## src/rtl/pipeline_ctrl_pkg.sv

```systemverilog
// Shared definitions for the pipeline controller: FSM states, stall vector width
// and per-stage stall patterns, and the default general exception entry address.
package pipeline_ctrl_pkg;

  localparam int unsigned STALL_W = 6;
  localparam int unsigned ADDR_W  = 32;

  localparam logic [ADDR_W-1:0] EXC_VECTOR_DFLT = 32'hBFC0_0380;

  // Each pattern freezes the requesting stage's register and everything upstream of it.
  localparam logic [STALL_W-1:0] STALL_NONE = 6'b000000;
  localparam logic [STALL_W-1:0] STALL_IF   = 6'b000011;
  localparam logic [STALL_W-1:0] STALL_ID   = 6'b000111;
  localparam logic [STALL_W-1:0] STALL_EX   = 6'b001111;
  localparam logic [STALL_W-1:0] STALL_MEM  = 6'b011111;

  typedef enum logic [1:0] {
    ST_RUN      = 2'd0,
    ST_WAIT_MEM = 2'd1,
    ST_FLUSH    = 2'd2
  } state_t;

endpackage

```

## src/rtl/pipeline_ctrl_if.sv

```systemverilog
// Stage-facing bundle of the pipeline controller: stall requests and the exception
// report flow in, stall/flush/redirect flow out.
interface pipeline_ctrl_if;
  import pipeline_ctrl_pkg::*;

  logic                stallreq_if_i;
  logic                stallreq_id_i;
  logic                stallreq_ex_i;
  logic                stallreq_mem_i;
  logic                excep_valid_i;
  logic                excep_eret_i;
  logic [ADDR_W-1:0]   cp0_epc_i;
  logic [STALL_W-1:0]  stall_o;
  logic                flush_o;
  logic [ADDR_W-1:0]   new_pc_o;

  modport master (
    output stallreq_if_i, stallreq_id_i, stallreq_ex_i, stallreq_mem_i,
    output excep_valid_i, excep_eret_i, cp0_epc_i,
    input  stall_o, flush_o, new_pc_o
  );

  modport slave (
    input  stallreq_if_i, stallreq_id_i, stallreq_ex_i, stallreq_mem_i,
    input  excep_valid_i, excep_eret_i, cp0_epc_i,
    output stall_o, flush_o, new_pc_o
  );

endinterface

```

## src/rtl/pipeline_ctrl_stall_encoder.sv

```systemverilog
// Combinational priority encoder from per-stage stall requests to the stall vector;
// the deepest requesting stage wins, zero latency.
module stall_encoder
  import pipeline_ctrl_pkg::*;
(
  input  logic               stallreq_if_i,
  input  logic               stallreq_id_i,
  input  logic               stallreq_ex_i,
  input  logic               stallreq_mem_i,
  output logic [STALL_W-1:0] stall_o
);

  always_comb begin
    stall_o = STALL_NONE;
    if (stallreq_mem_i)      stall_o = STALL_MEM;
    else if (stallreq_ex_i)  stall_o = STALL_EX;
    else if (stallreq_id_i)  stall_o = STALL_ID;
    else if (stallreq_if_i)  stall_o = STALL_IF;
  end

endmodule

```

## src/rtl/pipeline_ctrl.sv

```systemverilog
// Pipeline hazard/exception controller: priority stalls in RUN, holds for an outstanding
// memory access before flushing, then a one-cycle flush with a registered redirect target.
module pipeline_ctrl
  import pipeline_ctrl_pkg::*;
#(
  parameter logic [ADDR_W-1:0] EXC_VECTOR = EXC_VECTOR_DFLT
) (
  input  logic            clk_i,
  input  logic            rst_i,
  pipeline_ctrl_if.slave  ctrl
);

  state_t             state_q;
  logic               flush_q;
  logic [ADDR_W-1:0]  target_q;
  logic [ADDR_W-1:0]  target_d;
  logic [STALL_W-1:0] enc_stall;
  logic [STALL_W-1:0] stall_d;

  stall_encoder u_stall_encoder (
    .stallreq_if_i  (ctrl.stallreq_if_i),
    .stallreq_id_i  (ctrl.stallreq_id_i),
    .stallreq_ex_i  (ctrl.stallreq_ex_i),
    .stallreq_mem_i (ctrl.stallreq_mem_i),
    .stall_o        (enc_stall)
  );

  assign target_d = ctrl.excep_eret_i ? ctrl.cp0_epc_i : EXC_VECTOR;

  // The target is captured only when leaving RUN, so EPC changes while waiting are ignored.
  always_ff @(posedge clk_i) begin
    if (!rst_i) begin
      state_q  <= ST_RUN;
      flush_q  <= 1'b0;
      target_q <= '0;
    end else begin
      unique case (state_q)
        ST_RUN: begin
          flush_q <= 1'b0;
          if (ctrl.excep_valid_i) begin
            target_q <= target_d;
            if (ctrl.stallreq_mem_i) begin
              state_q <= ST_WAIT_MEM;
            end else begin
              state_q <= ST_FLUSH;
              flush_q <= 1'b1;
            end
          end
        end
        ST_WAIT_MEM: begin
          if (!ctrl.stallreq_mem_i) begin
            state_q <= ST_FLUSH;
            flush_q <= 1'b1;
          end
        end
        ST_FLUSH: begin
          state_q <= ST_RUN;
          flush_q <= 1'b0;
        end
        default: begin
          state_q <= ST_RUN;
          flush_q <= 1'b0;
        end
      endcase
    end
  end

  always_comb begin
    stall_d = enc_stall;
    case (state_q)
      ST_WAIT_MEM: stall_d = STALL_MEM;
      ST_FLUSH:    stall_d = STALL_NONE;
      default:     stall_d = enc_stall;
    endcase
  end

  assign ctrl.stall_o  = stall_d;
  assign ctrl.flush_o  = flush_q;
  assign ctrl.new_pc_o = target_q;

endmodule

```

## src/flat_wrapper.sv

```systemverilog
// flat-port wrapper written by rule: the top's interface ports become plain ports
module pipeline_ctrl_flat import pipeline_ctrl_pkg::*;
#(
  parameter logic [ADDR_W-1:0] EXC_VECTOR = EXC_VECTOR_DFLT
)
  (clk_i, rst_i, ctrl_stallreq_if_i, ctrl_stallreq_id_i, ctrl_stallreq_ex_i, ctrl_stallreq_mem_i, ctrl_excep_valid_i, ctrl_excep_eret_i, ctrl_cp0_epc_i, ctrl_stall_o, ctrl_flush_o, ctrl_new_pc_o);
  pipeline_ctrl_if ctrl_i ();
  input  logic clk_i;
  input  logic rst_i;
  input wire logic [$bits(ctrl_i.stallreq_if_i)-1:0] ctrl_stallreq_if_i;
  input wire logic [$bits(ctrl_i.stallreq_id_i)-1:0] ctrl_stallreq_id_i;
  input wire logic [$bits(ctrl_i.stallreq_ex_i)-1:0] ctrl_stallreq_ex_i;
  input wire logic [$bits(ctrl_i.stallreq_mem_i)-1:0] ctrl_stallreq_mem_i;
  input wire logic [$bits(ctrl_i.excep_valid_i)-1:0] ctrl_excep_valid_i;
  input wire logic [$bits(ctrl_i.excep_eret_i)-1:0] ctrl_excep_eret_i;
  input wire logic [$bits(ctrl_i.cp0_epc_i)-1:0] ctrl_cp0_epc_i;
  output wire logic [$bits(ctrl_i.stall_o)-1:0] ctrl_stall_o;
  output wire logic [$bits(ctrl_i.flush_o)-1:0] ctrl_flush_o;
  output wire logic [$bits(ctrl_i.new_pc_o)-1:0] ctrl_new_pc_o;
  assign ctrl_i.stallreq_if_i = ctrl_stallreq_if_i;
  assign ctrl_i.stallreq_id_i = ctrl_stallreq_id_i;
  assign ctrl_i.stallreq_ex_i = ctrl_stallreq_ex_i;
  assign ctrl_i.stallreq_mem_i = ctrl_stallreq_mem_i;
  assign ctrl_i.excep_valid_i = ctrl_excep_valid_i;
  assign ctrl_i.excep_eret_i = ctrl_excep_eret_i;
  assign ctrl_i.cp0_epc_i = ctrl_cp0_epc_i;
  assign ctrl_stall_o = ctrl_i.stall_o;
  assign ctrl_flush_o = ctrl_i.flush_o;
  assign ctrl_new_pc_o = ctrl_i.new_pc_o;
  pipeline_ctrl #(.EXC_VECTOR(EXC_VECTOR)) u_core (.clk_i(clk_i), .rst_i(rst_i), .ctrl(ctrl_i));
endmodule
```

## config.mk

```make
export PLATFORM = sky130hd
export DESIGN_NAME = pipeline_ctrl_flat
export DESIGN_NICKNAME = d
export VERILOG_FILES = /design/src/rtl/pipeline_ctrl_pkg.sv /design/src/rtl/pipeline_ctrl_if.sv /design/src/rtl/pipeline_ctrl_stall_encoder.sv /design/src/rtl/pipeline_ctrl.sv /design/src/flat_wrapper.sv
export SDC_FILE = /design/constraint.sdc
export NUM_CORES = 1
export LEC_CHECK = 0
export ABC_AREA = 1
export BUFFER_PORTS_ARGS = -buffer_cell sky130_fd_sc_hd__clkbuf_2
export CORE_MARGIN = 5
export CORE_UTILIZATION = 51
export CTS_BUF_LIST = sky130_fd_sc_hd__clkbuf_4
export CTS_CLUSTER_DIAMETER = 200
export DETAILED_ROUTE_END_ITERATION = 8
export MAX_ROUTING_LAYER = met4
export PLACE_DENSITY = 0.9
export SLEW_MARGIN = 20
export SYNTH_ARGS = -nofsm -noshare
export SYNTH_HDL_FRONTEND = slang
export SYNTH_SLANG_ARGS = --single-unit
```

## constraint.sdc

```tcl
create_clock -name clk_i -period 2.04 [get_ports clk_i]
set_input_delay 0.102 -clock clk_i [delete_from_list [all_inputs] [get_ports clk_i]]
set_output_delay 0.102 -clock clk_i [all_outputs]
set_load 0.1 [all_outputs]
```

; ---- Word-level counts from Yosys, hierarchy flattened
; Index checks and enable logic that the tools add are counted.
[word_totals]
mem_bits_rw = 0
rom_bits = 0
ff_bits = 35
n_memories = 0
output_inout_bits = 39
input_bits = 40
latchBits = 0
[op_classes]
magnitude_cmp = 0
add_sub_neg = 0
reduce_logical = 3
n_eq_ne = 4
shifts = 0
bitwise = 0
multipliers = 0
div_mod_pow = 0
mux = 14
[ops]
columns = cell, n
row1 = 32-bit two-way mux, 1
row2 = 6-bit two-way mux, 3
row3 = 6-bit one-hot mux with 2 select lines, 1
row4 = 2-bit two-way mux, 4
row5 = "2-bit inequality test, second input constant", 2
row6 = 2-bit one-hot mux with 2 select lines, 1
row7 = 2-bit AND reduction, 2
row8 = 1-bit two-way mux, 3
row9 = "2-bit by 1-bit equality test with 1-bit output, second input constant", 1
row10 = "2-bit equality test, second input constant", 1
row11 = 2-bit logical NOT, 1
row12 = 1-bit one-hot mux with 2 select lines, 1

; ---- Logic depth before layout (Yosys ltp)
; Gate-level depths: netlist of the first run.
[logic_depth]
depth_word = 5
ltp_mapped = 8
mapped_depth_nobuf = 7

; ---- By module
; Synthesis of the first run repeated with hierarchy kept, for this count alone.
[unflattened]
hier_cells = 197
hier_area_um2 = 1610.3
[modules_own_cells]
columns = module, area_each_um2, cells_per_inst, seq_area_each_um2, instances
row1 = pipeline_ctrl, 1557.7, 187, 700.7, 1
row2 = stall_encoder, 52.6, 10, 0.0, 1

; ---- Worst setup path before layout of the first run
; No wires, ideal clock.
[synth_timing]
kind = register to output
startpoint = register u_core.state_q[0]
endpoint = output port ctrl_stall_o[1]
setup_slack_ns = -0.916
path_buffers = 1
stages_incl_launch_ff = 9
arrival_ns = 2.854
cell_sequence = dfxtp_1 -> inv_1 -> ha_1 -> inv_1 -> o21ai_0 -> nand2_1 -> a21oi_1 -> nand2_1 -> buf_4
[synth_via]
elab_chain_cells = 2
word_cells_on_any_way = 3
[synth_lines]
columns = item, line_no
row1 = start: declaration, pipeline_ctrl.sv:13  ; state_t state_q;
row2 = start signal: assignment, pipeline_ctrl.sv:33  ; state_q <= ST_RUN;
row3 = start signal: assignment, pipeline_ctrl.sv:43  ; state_q <= ST_WAIT_MEM;
row4 = start signal: assignment, pipeline_ctrl.sv:45  ; state_q <= ST_FLUSH;
row5 = 2-bit equality test / 2-bit by 1-bit equality test with 1-bit output (equally long branches), pipeline_ctrl.sv:70  ; case (state_q)
row6 = 6-bit one-hot mux with 2 select lines (*), pipeline_ctrl.sv:70
row7 = end: declaration, flat_wrapper.sv:17  ; output wire logic [$bits(ctrl_i.stall_o)-1:0] ctrl_stall_o;
; Every way passes the cells marked *; elsewhere a longest branch is shown, timed or not.

; ---- Final worst setup path of the first run
[layout_timing]
startpoint = register u_core.state_q[1]
endpoint = output port ctrl_stall_o[2]
; Same word-level chain as after synthesis.

==> results of run 1 <==
==> tightest hold or removal path, stage by stage <==
cell,delay [ns]
clkbuf_2,0.08
nor3_1,0.04
nor2_1,0.08
==> Yosys cell counts <==
cell / instances / area, sq um
nand2_1: 35 / 131
inv_4: 1 / 6.26
buf_6: 1 / 11.3
o21ai_1: 8 / 40.0
nor2_1: 15 / 56.3
buf_4: 2 / 15.0
a21oi_1: 4 / 20.0
conb_1: 1 / 3.75
dfxtp_1: 35 / 701
nand2_2: 1 / 6.26
nor3_1: 12 / 60.1
a21oi_2: 20 / 175
nand3_2: 20 / 200
inv_1: 10 / 37.5
ha_1: 4 / 50.1
nand3_1: 3 / 15.0
buf_2: 7 / 35.0
o21ai_0: 6 / 30.0
buf_12: 2 / 40.0
clkbuf_1: 2 / 7.51
==> per-layer routing <==
| layer | track usage | vias up |
|---|---|---|
| met3 | 0.0556 | 4 |
| li1 | - | 794 |
| met1 | 0.232 | 715 |
| met5 | - | - |
| met4 | 0.0609 | 0 |
| met2 | 0.332 | 71 |
==> power by group through the flow <==
stage / clock (W) / sequential [W] / combinational, W
after CTS: 0.000363 / 0.000800 / 0.00130
final: 0.000355 / 0.000801 / 0.00132
after global routing: 0.000394 / 0.000810 / 0.00139
after floorplan: 0 / 0.00129 / 0.000603
after global placement: 0 / 0.000811 / 0.00126
after detailed placement: 0 / 0.000812 / 0.00127
==> timing repair <==
action,CTS,global route
gates resized for setup,5,1
setup endpoints to repair,3,3
hold buffers,11,1
endpoints found under the hold margin,11,1
==> worst paths after layout <==
kind                                           end  slack (ns)
max                                ctrl_stall_o[2]        0.10
min          u_core.ctrl.new_pc_o[24]$_SDFFE_PN0P_       0.005
max reg2reg  u_core.ctrl.new_pc_o[31]$_SDFFE_PN0P_        0.49
min reg2reg         u_core.state_q[1]$_SDFFE_PN0P_        0.48
==> layout by cell type, fill, tap and decap left out, drive strengths merged <==
cell type	count
a21oi	24
buf	7
clkbuf	80
clkinv	2
clkinvlp	1
conb	1
dfxtp	35
dlygate4sd3	12
ha	4
inv	10
nand2	36
nand3	23
nor2	15
nor3	12
o21ai	14
==> logic make-up (layout without fill, tap and decap cells) <==
kind of cell | Yosys count | count (layout) | synth area share
buffers and inverters | 25 | 112 | 0.0930
flip-flops | 35 | 35 | 0.427
AND/OR/NAND/NOR | 86 | 86 | 0.286
adder cells (fa/ha/maj) | 4 | 4 | 0.0305
other | 1 | 1 | 0.00228
AO/OA/AOI/OAI | 38 | 38 | 0.162
==> area by class of cell <==
cell class	count	area, sq um	area share
flip-flops and latches	35	702	0.309
multi-input cells	129	835	0.368
clock buffers	6	45.0	0.0199
clock inverters	2	7.51	0.00331
inverters	11	47.5	0.0210
well taps	44	55.1	0.0243
repair buffers	93	577	0.254
==> metrics by stage <==
stage / hold slack [ns] / cell area (sq um)
finish: 0.00523 / 2270
global route: 0.00260 / 2270
CTS: 0.0000728 / 2250
detailed placement: 0.347 / 2070
global placement: 0.330 / 2070
floorplan: 0.238 / 1680
==> flip-flops by register name, summed over array words and instances, names as in the netlist <==
name and flops:
u_core.ctrl.new_pc_o 32, u_core.state_q 2, u_core.ctrl.flush_o 1
==> summary.md, run 1 <==
| Metric | Value |
|---|---|
| Critical path's slowest cell | dfxtp_1 |
| Tightest Hold Check Type | input pin to register |
| Critical Path Sink Type | output pin |
| Flop pwr share | 0.323 |
| H-Tree Depth | 2 |
| Post-layout util | 0.737 |
| Cells after Synth | 189 |
| Vias in the first global route | 1529 |
| CTS root buf | clkbuf_4 |
| CP max FO | 4 |
| Setup violators final | 0 |
| Cells after DPL | 300 |
| Pre-CTS WS | 0.170 ns |
| Max cap viols | 0 |
| Layout cell share with drive strength beyond 1 | 0.496 |
| Post-synthesis sequential area ratio | 0.427 |
| Flops & latches, synth | 35 |
| CTS Buffer Depth | 2 |
| R2R Path Start | u_core.state_q[1]$_SDFFE_PN0P_ |
| TritonCTS clock tree | built |
| # Post-CTS Setup Buffers | 0 |
| Drc violations | 0 |
| Clock Sinks | 35 |
| Switching power | 0.00129 W |
| Post-synthesis net count | 233 |
| Pleak | 1.01 nW |
| ANT cells | 0 |
| CP delay by family, top | buffers and inverters |
| Clk slew on worst S/H paths | 0.10 ns |
| Die height | 66.7 um |
| Worst path bufs/invs | 4 |
| Routed length on met3 | 357 um |
| Filler cells | 231 |
| Post-route worst setup slack | 0.102 ns |
| Global-route wire length before repair | 6640 um |
| Worst-path cell chain | inv_1, ha_4, inv_1, o21ai_2, nand2_4, a21oi_4, clkinvlp_4, clkbuf_8 |
| CP Data Arrival Time | 1.84 ns |
| Nets | 319 |
| Hold path start | ctrl_cp0_epc_i[24] |
| Final hold vios | 0 |
| Post-Route Setup TNS | 0 ns |
| Num ports | 79 |
| Top cell by count, worst path | inv_1 |
| Initial core utilization | 0.533 |
| Core area | 3080 sq um |
| WS Path Type | register to output pin |
| Period utilisation layout | 0.950 |
| Clock share of power | 0.143 |
| Maximum VDD drop | 799 uV |
| Placer Congestion | 0.783 |
| Yosys cell types | 20 |
| Final min period | 1.94 ns |
| Finished Layout Cells | 320 |
| Combinational power share | 0.534 |
| Total GRT Usage | 0.199 |
| Routed wire per std cell | 12.9 um |
| Top sig layer | met4 |
| Total gr overflow | 0 |
| DIE AREA | 4450 sq um |
| DP HPWL | 2830 um |
| Post-route ant nets | 0 |
| Number of cell rows | 20 |
| PwrDens | 1090 nW/um^2 |
| Total chip power | 0.00248 W |
| Syn_area_per_cell | 8.69 sq um |
| Met2 wire length | 1970 um |
| First drt pass iteration count | 4 |
| Critical Path RT | 1.94 ns |
| Outcome | complete, no violations |
| Initial antenna violation count | 0 |
| CP peak stage delay | 0.34 ns |
| Setup crit start | u_core.state_q[1]$_SDFFE_PN0P_ |
| Area growth syn-to-layout | 38.2% |
| Max_slew headroom | 0.630 |
| Worst slew pin tran | 0.557 ns |
| Clk_skew | 0.0118 ns |
| Vias per cell | 4.95 |
| Num CTS Buffers | 5 |
| CP Depth | 8 |
| Post-Route WL | 4120 um |
| Via Count | 1584 |
| Sw frac | 0.522 |
| Die W | 66.7 um |
| Max Clk Rate | 516 MHz |
| Met1 wire length | 1760 um |
| Initial DRC count | 100 |
| Setup crit start kind | register |
| Clock latency at the later pin of the worst-skew pair | 0.33 ns |
| Largest net degree at the start of global routing | 33 |
| Fin. max-slew vios | 0 |
| # port buffers | 77 |
| Worst Hold Depth | 3 |
| Int Pwr | 0.00119 W |
| FF-to-FF path depth | 6 |
| Synth Cell Area | 1640 sq um |
| Warnings from Yosys | 0 |
No activity file was read; power rests on OpenSTA's default activity.
==> run 2: changes to the inputs <==
--- a/config.mk
+++ b/config.mk
@@ -5,15 +5,14 @@
 export SDC_FILE = /design/constraint.sdc
 export NUM_CORES = 1
 export LEC_CHECK = 0
-export ABC_AREA = 1
 export BUFFER_PORTS_ARGS = -buffer_cell sky130_fd_sc_hd__clkbuf_2
 export CORE_MARGIN = 5
-export CORE_UTILIZATION = 51
+export CORE_UTILIZATION = 49
 export CTS_BUF_LIST = sky130_fd_sc_hd__clkbuf_4
 export CTS_CLUSTER_DIAMETER = 200
 export DETAILED_ROUTE_END_ITERATION = 8
 export MAX_ROUTING_LAYER = met4
-export PLACE_DENSITY = 0.9
+export PLACE_DENSITY = 0.95
 export SLEW_MARGIN = 20
 export SYNTH_ARGS = -nofsm -noshare
 export SYNTH_HDL_FRONTEND = slang
==> run 2 against run 1 <==
  * Wire length shrank 11%
  * Via count down 6.8%
  * Sequential power is 4.4% lower
  * Non-clock buffer count shrank 8
  * Register-to-register slack worse by 0.14 ns
  * Global-route usage fell by 1.1 points
  * Cell area decreased by 14%
  * Maximum frequency hardly changed
  * Flip-flop and latch count unchanged
  * Cell count fell by 9.4%
  * Setup slack barely moved
  * Critical path type unchanged
  * Largest cell class is now registers
==> summary.md, run 2 <==
| Metric | Value |
|---|---|
| Outcome | complete, no violations |
| Critical Path Sink Type | output pin |
| Synth Area in Compound Gates | 0.111 |
| Worst reg2reg endpoint | u_core.state_q[0]$_SDFFE_PN0P_ |
| Post-synth top cells | dfxtp_1 (35), nand2_1 (23), a21oi_1 (22) |
| # Post-CTS Setup Buffers | 0 |
| Pre-CTS WS | 0.367 ns |
| Flops & latches, synth | 35 |
| Tightest Hold Check Type | input pin to register |
| Hold path start | ctrl_cp0_epc_i[10] |
| Routed wire per std cell | 12.6 um |
| Clk_skew | 0.00571 ns |
| Worst slew pin tran | 0.553 ns |
| RSZ-0062 raised after global routing | yes |
| Total gr overflow | 0 |
| Clock Sinks | 35 |
| Post-synthesis net count | 225 |
| R2R Path Start | u_core.state_q[0]$_SDFFE_PN0P_ |
| ANT cells | 0 |
| Final Cell Area | 1950 sq um |
| DP HPWL | 2740 um |
| CP max FO | 5 |
| Max cap viols | 0 |
| H-Tree Depth | 2 |
| CP Data Arrival Time | 1.84 ns |
| Vias per cell | 5.09 |
| Initial DRC count | 108 |
| Total chip power | 0.00196 W |
| Num CTS Buffers | 5 |
| Most common cell after layout, fill and taps aside | clkbuf_2 |
| Nets | 302 |
| Vias in the first global route | 1420 |
| Drc violations | 0 |
| Clock latency at the later pin of the worst-skew pair | 0.33 ns |
| Worst Hold Depth | 3 |
| Dominant synthesized flop cell | dfxtp_1 |
| Synth Cell Area | 1450 sq um |
| Pleak | 0.898 nW |
| Post-Synth Adder-Cell Area | 0.0345 |
| Reg2reg setup slack | 0.35 ns |
| Max Clk Rate | 516 MHz |
| Largest net degree at the start of global routing | 33 |
| Die W | 64.4 um |
| Most common cell in the netlist | dfxtp_1 |
| Combinational family with the most area after synthesis | simple AND/OR/NAND/NOR gates |
| Synth area leader | dfxtp_1 |
| Placed inst area | 1860 sq um |
| Largest cells by area after synthesis | dfxtp_1 (48%), a21oi_1 (7.6%), nand3_1 (7.2%) |
| Initial antenna violation count | 0 |
| Fin. max-slew vios | 0 |
| TritonCTS clock tree | built |
| Num ports | 79 |
| Total GRT Usage | 0.188 |
| Die height | 64.4 um |
| # port buffers | 77 |
| FF-to-FF path depth | 5 |
| Initial core utilization | 0.517 |
| WS Path Type | register to output pin |
| Setup violators final | 0 |
| Global-route wire length before repair | 6100 um |
| Yosys cell types | 23 |
| Placer Congestion | 0.788 |
| End of the worst hold path | u_core.ctrl.new_pc_o[10]$_SDFFE_PN0P_ |
| Max_slew headroom | 0.631 |
| Cells after Synth | 181 |
| Maximum VDD drop | 683 uV |
| CTS Buffer Depth | 2 |
| Multiplexer area fraction after synthesis | 0.00690 |
| Final hold vios | 0 |
| Number of cell rows | 19 |
| Max reg flops | 32 |
| Clk slew on worst S/H paths | 0.10 ns |
| Post-Synth XOR/XNOR Area | 0 |
| PwrDens | 1010 nW/um^2 |
| Yosys top cell area share | 0.483 |
| Setup crit start kind | register |
| Post-route ant nets | 0 |
| Post-Route Setup TNS | 0 ns |
| Number of flops mapped to enable cells by yosys | 0 |
| Via Count | 1477 |
| Post-route worst setup slack | 0.102 ns |
| Warnings from Yosys | 0 |
| DIE AREA | 4150 sq um |
| Final min period | 1.94 ns |
| Post-synthesis simple-gate area fraction | 0.300 |
| Post-synthesis sequential area ratio | 0.483 |
| Area growth syn-to-layout | 34.1% |
| First drt pass iteration count | 4 |
| Layout cell share with drive strength beyond 1 | 0.351 |
| Fraction of registers with async set/reset | 0 |
| Syn_area_per_cell | 8.02 sq um |
| Most frequent cells in the layout | clkbuf_2 (72), dfxtp_1 (35), nand2_1 (23) |
| Core area | 2810 sq um |
| Critical Path RT | 1.94 ns |
| CTS root buf | clkbuf_4 |
| Period utilisation layout | 0.950 |
| Post-Route WL | 3650 um |
## run 2: changes by cell type in the layout (fill, tap and decap cells not counted), moves of 3 or more
cell | previous run | this run
a21oi_2 | 20 | 0
nand3_2 | 20 | 0
a21oi_1 | 3 | 22
nand3_1 | 3 | 21
nor3b_1 | 0 | 12
dlygate4sd3_1 | 12 | 2
nand2_1 | 33 | 23
o21ai_1 | 8 | 2
buf_4 | 5 | 9
inv_1 | 9 | 5
o21a_1 | 0 | 3
o21ai_0 | 4 | 1
## run 2: timing repair
item,CTS,global route
setup endpoints to repair,1,5
hold buffers,1,1
hold endpoints to repair,1,1
pin swaps,0,0
gates resized for setup,1,4
## run 2: worst max-delay path by stage
stage | depth (start not counted) | from | to
global route | 6 | u_core.state_q[0]$_SDFFE_PN0P_ | ctrl_stall_o[1]
CTS | 5 | u_core.state_q[0]$_SDFFE_PN0P_ | ctrl_stall_o[4]
floorplan | 3 | u_core.state_q[0]$_SDFFE_PN0P_ | ctrl_stall_o[2]
global placement | 5 | u_core.state_q[0]$_SDFFE_PN0P_ | ctrl_stall_o[3]
detailed placement | 6 | u_core.state_q[0]$_SDFFE_PN0P_ | ctrl_stall_o[3]
finish | 6 | u_core.state_q[0]$_SDFFE_PN0P_ | ctrl_stall_o[1]
## run 2: area by class of cell
| class | instances | area, sq um |
|---|---|---|
| clock buffers | 5 | 37.5 |
| clock inverters | 3 | 15.0 |
| fillers | 229 | 860 |
| inverters | 6 | 22.5 |
| multi-input cells | 125 | 664 |
| flip-flops and latches | 35 | 701 |
| well taps | 31 | 38.8 |
| repair buffers | 85 | 467 |
## run 2: critical path: stages, from the launching register on
cell     delay [ns]
dfxtp_1        0.41
inv_1          0.09
ha_1           0.38
nand2_1        0.11
o21a_1         0.14
o21ai_2        0.07
buf_4          0.31
## run 2: logic make-up (layout without fill, tap and decap cells)
kind of cell	after synthesis	count (layout)
other cells	1	1
fa+ha+maj	4	4
compound gates	30	30
mux	1	1
simple gates	89	89
buf+inv	21	99
flops	35	35
## run 2: through the flow
stage | instances | hold WS [ns] | utilization
after floorplan | 181 | 0.205 | -
after global placement | 280 | 0.346 | 0.665
after detailed placement | 280 | 0.352 | 0.665
after CTS | 289 | 0.000331 | 0.688
after global routing | 290 | 0.00278 | 0.694
final | 290 | 0.0107 | 0.694
## run 2: layer usage
metal  up-vias  track usage  part of all wire
li1        768            -                 -
met1       652        0.210              0.43
met2        52        0.326              0.49
met3         5       0.0449             0.068
met4         0       0.0686             0.012
met5         -            -                 0
## run 2: report_power, final
part	internal [W]	total [W]	switching (W)
clock	0.000126	0.000349	0.000223
combinational	0.000170	0.000841	0.000671
sequential	0.000737	0.000766	0.0000286
total	0.00103	0.00196	0.000923
